### config.mk
export PLATFORM = sky130hd
export DESIGN_NAME = data_mem_controller
export DESIGN_NICKNAME = d
export VERILOG_FILES = /design/src/rtl/data_mem_controller.sv
export SDC_FILE = /design/constraint.sdc
export NUM_CORES = 1
export LEC_CHECK = 0
export CAP_MARGIN = 10
export CELL_PAD_IN_SITES_DETAIL_PLACEMENT = 1
export CELL_PAD_IN_SITES_GLOBAL_PLACEMENT = 1
export CORE_MARGIN = 2
export CORE_UTILIZATION = 31
export CTS_CLUSTER_DIAMETER = 40
export DETAILED_ROUTE_END_ITERATION = 16
export GPL_TIMING_DRIVEN = 0
export MAX_ROUTING_LAYER = met4
export PLACE_DENSITY_LB_ADDON = 0.12
export SYNTH_ARGS = -nofsm -noshare
export SYNTH_HDL_FRONTEND = slang
export SYNTH_SLANG_ARGS = --single-unit
### constraint.sdc
create_clock -name clk -period 5 [get_ports clk]
set_input_delay 1.5 -clock clk [delete_from_list [all_inputs] [get_ports clk]]
set_output_delay 1.5 -clock clk [all_outputs]
set_load 0.02 [all_outputs]
### src/rtl/data_mem_controller.sv
// Data memory controller: arbitrates per-LSU load/store requests onto
// NUM_CHANNELS external memory channels with fixed lowest-index priority.
module data_mem_controller #(
  parameter int ADDR_BITS     = 8,
  parameter int DATA_BITS     = 8,
  parameter int NUM_CONSUMERS = 4,
  parameter int NUM_CHANNELS  = 1,
  parameter int WRITE_ENABLE  = 1
) (
  input  logic                              clk,
  input  logic                              reset,
  input  logic [NUM_CONSUMERS-1:0]          consumer_read_valid,
  input  logic [NUM_CONSUMERS*ADDR_BITS-1:0] consumer_read_address,
  output logic [NUM_CONSUMERS-1:0]          consumer_read_ready,
  output logic [NUM_CONSUMERS*DATA_BITS-1:0] consumer_read_data,
  input  logic [NUM_CONSUMERS-1:0]          consumer_write_valid,
  input  logic [NUM_CONSUMERS*ADDR_BITS-1:0] consumer_write_address,
  input  logic [NUM_CONSUMERS*DATA_BITS-1:0] consumer_write_data,
  output logic [NUM_CONSUMERS-1:0]          consumer_write_ready,
  output logic [NUM_CHANNELS-1:0]           mem_read_valid,
  output logic [NUM_CHANNELS*ADDR_BITS-1:0] mem_read_address,
  input  logic [NUM_CHANNELS-1:0]           mem_read_ready,
  input  logic [NUM_CHANNELS*DATA_BITS-1:0] mem_read_data,
  output logic [NUM_CHANNELS-1:0]           mem_write_valid,
  output logic [NUM_CHANNELS*ADDR_BITS-1:0] mem_write_address,
  output logic [NUM_CHANNELS*DATA_BITS-1:0] mem_write_data,
  input  logic [NUM_CHANNELS-1:0]           mem_write_ready
);

  localparam int CW = (NUM_CONSUMERS > 1) ? $clog2(NUM_CONSUMERS) : 1;
  localparam bit WE = (WRITE_ENABLE != 0);

  typedef enum logic [2:0] {
    IDLE, READ_WAITING, WRITE_WAITING, READ_RELAYING, WRITE_RELAYING
  } state_t;

  state_t                           state_q [NUM_CHANNELS];
  state_t                           state_d [NUM_CHANNELS];
  logic [CW-1:0]                    owner_q [NUM_CHANNELS];
  logic [CW-1:0]                    owner_d [NUM_CHANNELS];
  logic [NUM_CONSUMERS-1:0]         claim_q, claim_d, taken;
  logic [NUM_CONSUMERS-1:0]         c_rd_ready_q, c_rd_ready_d;
  logic [NUM_CONSUMERS*DATA_BITS-1:0] c_rd_data_q, c_rd_data_d;
  logic [NUM_CONSUMERS-1:0]         c_wr_ready_q, c_wr_ready_d;
  logic [NUM_CHANNELS-1:0]          m_rd_valid_q, m_rd_valid_d;
  logic [NUM_CHANNELS*ADDR_BITS-1:0] m_rd_addr_q, m_rd_addr_d;
  logic [NUM_CHANNELS-1:0]          m_wr_valid_q, m_wr_valid_d;
  logic [NUM_CHANNELS*ADDR_BITS-1:0] m_wr_addr_q, m_wr_addr_d;
  logic [NUM_CHANNELS*DATA_BITS-1:0] m_wr_data_q, m_wr_data_d;
  logic                             found, sel_write;
  logic [CW-1:0]                    sel;

  // Channels are walked in ascending order; 'taken' carries both standing
  // claims and claims made by lower channels this cycle. Releases only touch
  // claim_d, so a released consumer is not re-selected until the next cycle.
  always_comb begin
    state_d      = state_q;
    owner_d      = owner_q;
    claim_d      = claim_q;
    taken        = claim_q;
    c_rd_ready_d = c_rd_ready_q;
    c_rd_data_d  = c_rd_data_q;
    c_wr_ready_d = c_wr_ready_q;
    m_rd_valid_d = m_rd_valid_q;
    m_rd_addr_d  = m_rd_addr_q;
    m_wr_valid_d = m_wr_valid_q;
    m_wr_addr_d  = m_wr_addr_q;
    m_wr_data_d  = m_wr_data_q;
    found        = 1'b0;
    sel_write    = 1'b0;
    sel          = '0;
    for (int ch = 0; ch < NUM_CHANNELS; ch++) begin
      found     = 1'b0;
      sel_write = 1'b0;
      sel       = '0;
      case (state_q[ch])
        IDLE: begin
          for (int c = 0; c < NUM_CONSUMERS; c++) begin
            if (!found && !taken[c] &&
                (consumer_read_valid[c] || (WE && consumer_write_valid[c]))) begin
              found     = 1'b1;
              sel       = CW'(c);
              sel_write = !consumer_read_valid[c];
            end
          end
          if (found) begin
            taken[sel]   = 1'b1;
            claim_d[sel] = 1'b1;
            owner_d[ch]  = sel;
            if (sel_write) begin
              m_wr_valid_d[ch] = 1'b1;
              m_wr_addr_d[ch*ADDR_BITS +: ADDR_BITS] =
                consumer_write_address[int'(sel)*ADDR_BITS +: ADDR_BITS];
              m_wr_data_d[ch*DATA_BITS +: DATA_BITS] =
                consumer_write_data[int'(sel)*DATA_BITS +: DATA_BITS];
              state_d[ch] = WRITE_WAITING;
            end else begin
              m_rd_valid_d[ch] = 1'b1;
              m_rd_addr_d[ch*ADDR_BITS +: ADDR_BITS] =
                consumer_read_address[int'(sel)*ADDR_BITS +: ADDR_BITS];
              state_d[ch] = READ_WAITING;
            end
          end
        end
        READ_WAITING: begin
          if (mem_read_ready[ch]) begin
            m_rd_valid_d[ch]          = 1'b0;
            c_rd_ready_d[owner_q[ch]] = 1'b1;
            c_rd_data_d[int'(owner_q[ch])*DATA_BITS +: DATA_BITS] =
              mem_read_data[ch*DATA_BITS +: DATA_BITS];
            state_d[ch] = READ_RELAYING;
          end
        end
        WRITE_WAITING: begin
          if (mem_write_ready[ch]) begin
            m_wr_valid_d[ch]          = 1'b0;
            c_wr_ready_d[owner_q[ch]] = 1'b1;
            state_d[ch]               = WRITE_RELAYING;
          end
        end
        READ_RELAYING: begin
          if (!consumer_read_valid[owner_q[ch]]) begin
            c_rd_ready_d[owner_q[ch]] = 1'b0;
            claim_d[owner_q[ch]]      = 1'b0;
            state_d[ch]               = IDLE;
          end
        end
        WRITE_RELAYING: begin
          if (!consumer_write_valid[owner_q[ch]]) begin
            c_wr_ready_d[owner_q[ch]] = 1'b0;
            claim_d[owner_q[ch]]      = 1'b0;
            state_d[ch]               = IDLE;
          end
        end
        default: state_d[ch] = IDLE;
      endcase
    end
  end

  always_ff @(posedge clk) begin
    if (!reset) begin
      for (int ch = 0; ch < NUM_CHANNELS; ch++) begin
        state_q[ch] <= IDLE;
        owner_q[ch] <= '0;
      end
      claim_q      <= '0;
      c_rd_ready_q <= '0;
      c_rd_data_q  <= '0;
      c_wr_ready_q <= '0;
      m_rd_valid_q <= '0;
      m_rd_addr_q  <= '0;
      m_wr_valid_q <= '0;
      m_wr_addr_q  <= '0;
      m_wr_data_q  <= '0;
    end else begin
      state_q      <= state_d;
      owner_q      <= owner_d;
      claim_q      <= claim_d;
      c_rd_ready_q <= c_rd_ready_d;
      c_rd_data_q  <= c_rd_data_d;
      c_wr_ready_q <= c_wr_ready_d;
      m_rd_valid_q <= m_rd_valid_d;
      m_rd_addr_q  <= m_rd_addr_d;
      m_wr_valid_q <= m_wr_valid_d;
      m_wr_addr_q  <= m_wr_addr_d;
      m_wr_data_q  <= m_wr_data_d;
    end
  end

  assign consumer_read_ready  = c_rd_ready_q;
  assign consumer_read_data   = c_rd_data_q;
  assign mem_read_valid       = m_rd_valid_q;
  assign mem_read_address     = m_rd_addr_q;
  assign consumer_write_ready = WE ? c_wr_ready_q : '0;
  assign mem_write_valid      = WE ? m_wr_valid_q : '0;
  assign mem_write_address    = WE ? m_wr_addr_q  : '0;
  assign mem_write_data       = WE ? m_wr_data_q  : '0;

endmodule

-- After elaboration in Yosys (flattened, before gate mapping)
Index checks and enable logic that the tools add are counted.
- flip-flop bits (word level): 75
- output and inout bits: 66
- bits of input ports: 116
- bitwise logic cells: 8
- $add $sub $neg: 1
- shift operators: 5
- equal/unequal tests: 11
- mux-type cells: 51
- order comparisons: 4
- reduce and logical (&&, ||, !) cells: 40
- operators by type and width (cell ; number):
    $shiftx A32 B6 Y8 ; 3
    $neg A5 Y33 ; 1
    $shift A8 B33 Y32 const A ; 1
    $shiftx A8 B33 Y32 ; 1
    $bwmux W32 ; 1
    $mux W4 ; 7
    $mux W1 ; 24
    $pmux W4 S2 ; 2
    $mux W3 ; 5
    $pmux W3 S5 ; 1
    $and A4 B4 Y4 ; 3
    $ne A2 B2 Y1 const B ; 6
    $or A4 B4 Y4 ; 3
    $pmux W4 S3 ; 1
    $reduce_and A3 Y1 ; 4
    $reduce_and A4 Y1 ; 3
    $logic_not A1 Y1 ; 11
    $logic_and A1 B1 Y1 ; 9
    $mux W2 ; 4
    $reduce_bool A2 Y1 ; 4
    $eq A3 B2 Y1 const B ; 2
    $lt A2 B3 Y1 const B ; 2
    $reduce_and A5 Y1 ; 1
    $bmux W1 S2 ; 2
    other kinds (12) ; 19

-- Longest topological paths before layout
- depth in word-level cells: 26
- mapped depth: 7
- depth with buffers taken out: 6

-- Worst setup path after synthesis
Ideal clock, no wire load.
- path kind: input to register
- from: input consumer_read_valid[0]
- to: register m_rd_addr_q[0] (netlist: mem_read_address[0])
- setup slack: 1.832 ns
- buffers on the path: 1
- stages: 6
- data arrival time: 3.047 ns
- required time: 4.879 ns
- library setup time: 0.121 ns
- cells stage by stage: o21ba_1 buf_6 or4b_4 a21oi_2 o21ai_4 mux2_4
- cells in the longest elaborated chain, start to end: 21
- elaborated cells on any way between the ends: 32
- RTL lines (element ; RTL line ; source):
    start, declared ; 12 ; input logic [NUM_CONSUMERS-1:0] consumer_read_valid,
    parallel branches: the longest is 21 deep, another holds $logic_or A1 B1 Y1 ; - ;
    end signal, assigned ; 163 ; m_rd_addr_q <= m_rd_addr_d;
    end, declared ; 46 ; logic [NUM_CHANNELS*ADDR_BITS-1:0] m_rd_addr_q, m_rd_addr_d;
Several ways; the timed one is not identified. The select of a mux whose other input is x is not followed.
A chain may end at the register's enable or synchronous reset.

-- Final worst setup path
- from: input consumer_write_valid[1]
- to: register m_wr_data_q[6] (netlist: mem_write_data[6])
- cells in the longest elaborated chain, start to end: 15
- elaborated cells on any way between the ends: 24
- RTL lines (element ; RTL line ; source):
    start, declared ; 16 ; input logic [NUM_CONSUMERS-1:0] consumer_write_valid,
    $logic_or A1 B1 Y1 (*) ; 80 ; (consumer_read_valid[c] || (WE && consumer_write_valid[c]))) begin
    $logic_and A1 B1 Y1 (*) ; 79 ; if (!found && !taken[c] &&
    $mux W1 ; 79 ;
    $mux W1 ; 76 ; case (state_q[ch])
    $logic_not A1 Y1 ; 79 ;
    $logic_and A1 B1 Y1 (2 in series) ; 79 ;
    $mux W1 ; 79 ;
    $mux W1 ; 76 ;
    $logic_not A1 Y1 ; 79 ;
    $logic_and A1 B1 Y1 (2 in series) ; 79 ;
    $mux W2 or $mux W1 (tied branches) ; 79 ;
    $mux W2 or $mux W1 (tied branches) ; 76 ;
    $shiftx A32 B6 Y8 or $reduce_and A3 Y1 (tied branches) ; - ;
    end signal, assigned ; 166 ; m_wr_data_q <= m_wr_data_d;
    end, declared ; 49 ; logic [NUM_CHANNELS*DATA_BITS-1:0] m_wr_data_q, m_wr_data_d;
Mark *: on every way between the ends. The rest lies on a longest branch, timed or not. The select of a mux whose other input is x is not followed.

==> flow_summary.yaml <==
sta:
  fin_skew_ps: 7.328
  fmax_ghz: 0.2681
  rsz0062_at_grt: "false"
  hold_viol: 0
  worstMarginPinSlew_ps: 909.4
  fin_tns_setup_ps: 0
  setup_violations: 0
  maxSlewHeadroom: 0.3890
  finalCriticalPeriod_ps: 3730
  timing.final.crit_share: 0.7460
  drv_slew: 0
  finalHoldWorstSlack_ps: 454.2
  layout_setup_ws_ps: 1270
synth:
  ys_ff_latch: 75
  syn-num-nets: 553
  synth.yosys.warnings: 0
  ys_seq_area_frac: 0.3954
  synth_edf_count: 0
  synth.cell_area_sq_um: 3797
  synth_area_leaders: "dfxtp_1, nand2_1, a21oi_1"
  netlist_instances: 429
  yosysTopAreaCell: "dfxtp_1"
  ys_types: 59
  yosysTopAreaCellShare: 0.3954
  syn_avg_cell_area_sq_um: 8.852
  synth_flop_cell: "dfxtp_1"
  postSynth.asyncResetShare: 0
setup_path:
  cp_data_required_time_ps: 5280
  crit_slowest_cell: "nor4_2"
  path_delay_family: "simple AND/OR/NAND/NOR gates"
  crit_type: "in -> reg"
  path_buf_inv: 2
  start_kind: "input pin"
  worstPathArrival_ps: 4010
  path_cells: "clkdlybuf4s50_1, or3b_1, o221ai_1, a21oi_2, nor4_2, buf_2, a22o_1"
  cpPeakStageDelay_ps: 570
  crit_path_end_kind: "register"
  path_max_fanout: 10
power:
  p_int_mw: 1.718
  p_comb_frac: 0.459
  p_seq_frac: 0.288
  ir_drop_v: 0.0002177
  p_clk_frac: 0.253
  p_switching_mw: 1.035
  power.leakage_nw: 2.236
  p_per_area_nw_per_um2: 450.5
  switching_share: 0.3759
  finalPower_mw: 2.753
clock_network:
  cts_resized: 0
  cts_sinks: 75
  cts_setup_buffers: 0
  insertion_delay_ps: 340
  cts_tree: "yes"
  clockBufferDepth: 2
  ctsHoldBuffers: 0
  root_buffer: "clkbuf_16"
  cts_buffers: 9
  htreeDepth: 3
  clk_pin_slew_ps: 60
routing:
  totalWireLength_mm: 13.96
  drc_errors: 0
  firstDrtPassIters: 6
  drtIter0Drc: 329
  routedWlPerCell_microns: 18.05
  dr_total_vias: 4120
  ant_nets: 0
  post_drt_via_cell_ratio: 5.330
global_routing:
  grt_pass1_vias: 4319
  grt_use_total: 0.2196
  grt_pass1_wl_mm: 21.80
  antenna_found_initial: 0
  grt_max_degree: 14
  grt_remaining_overflow: 0
placed_design:
  port_buffers: 181
  routabilityCongestion: 0.8680
  place_area_sq_um: 5793
  placed_cells: 757
  dp_slack_ps: 921.5
  dp_hpwl_mm: 10.96
floorplan:
  core_sq_um: 11960
  die_width_microns: 114.7
  die_y_microns: 114.7
  initial_core_util: 0.3175
  fp-row-count: 40
  io_pins: 182
  die-area_sq_um: 13150
final_layout:
  layout-drive-gt1-share: 0.08626
  num_antenna_cells: 0
  fin_area_sq_um: 6111
  syn2layout_area_growth_pct: 60.92
  layout_common_cells: "clkdlybuf4s50_1, nand2_1, dfxtp_1"
  layout_commonest_cell: "clkdlybuf4s50_1"
  finish.utilization: 0.5109
  finalNonFillerCells: 773
  nets: 745
worst_hold_path:
  hold_path.class: "reg -> reg"
job:
  drv_cap: 0
status:
  status: "complete, no violations"
[Yosys cell counts (all sizes together) (4+ instances only)]
cell type,number
a21oi,53
a222oi,24
a22o,16
a311oi,4
a32o,4
and2,13
buf,9
clkbuf,17
dfxtp,75
ha,8
mux2,8
mux2i,4
nand2,81
nand2b,4
nand3,34
nor2,16
nor3,8
[worst min-delay path, stage by stage, from the launching register on]
cell	delay (ps)
dfxtp_1	310
nand2_1	50
a21oi_1	50
[power groups by stage]
stage          Combinational (mW)  Sequential, mW  Clock (mW)
5_1_grt                      1.37           0.808       0.738
2_1_floorplan               0.696           0.885           0
6_report                     1.26           0.792       0.697
3_5_place_dp                 1.26           0.802           0
3_3_place_gp                 1.24           0.795           0
4_1_cts                      1.27           0.791       0.707
[layer usage]
layer  part of all wire  global-route usage
met3              0.064             0.05347
met1               0.42              0.2517
met2               0.50              0.3775
met4              0.015             0.06911
met5                  0                   -
[cell families (layout without fill, tap and decap cells)]
group | after synthesis | after routing | share of synthesized area
and+or+nand+nor | 177 | 177 | 0.2297
AOI/OAI and AO/OA | 124 | 124 | 0.2534
DFF | 75 | 75 | 0.3954
buffers and inverters | 30 | 227 | 0.03888
muxes | 14 | 14 | 0.05404
adders and majority gates | 8 | 8 | 0.02636
xor gates and xnor gates | 1 | 1 | 0.002307
[final timing paths]
kind                      startpoint                      to  slack [ps]  cells after the start
min reg2reg   consumer_read_data[20]  consumer_read_data[20]         450                      2
max          consumer_write_valid[1]       mem_write_data[6]        1270                      7
min           consumer_read_data[20]  consumer_read_data[20]         450                      2
max reg2reg               owner_q[0]     mem_read_address[5]        2450                      5
[layout make-up]
class / instances / area [sq um]
tap: 147 / 183.9
fill: 1408 / 5851
sequential: 75 / 1501
inverter: 4 / 15.01
buffer: 26 / 132.6
clock buffer: 9 / 225.2
clock inverter: 7 / 92.59
timing repair buffer: 181 / 1812
multi-input combinational: 324 / 2148
No activity file was read; power rests on OpenSTA's default activity.
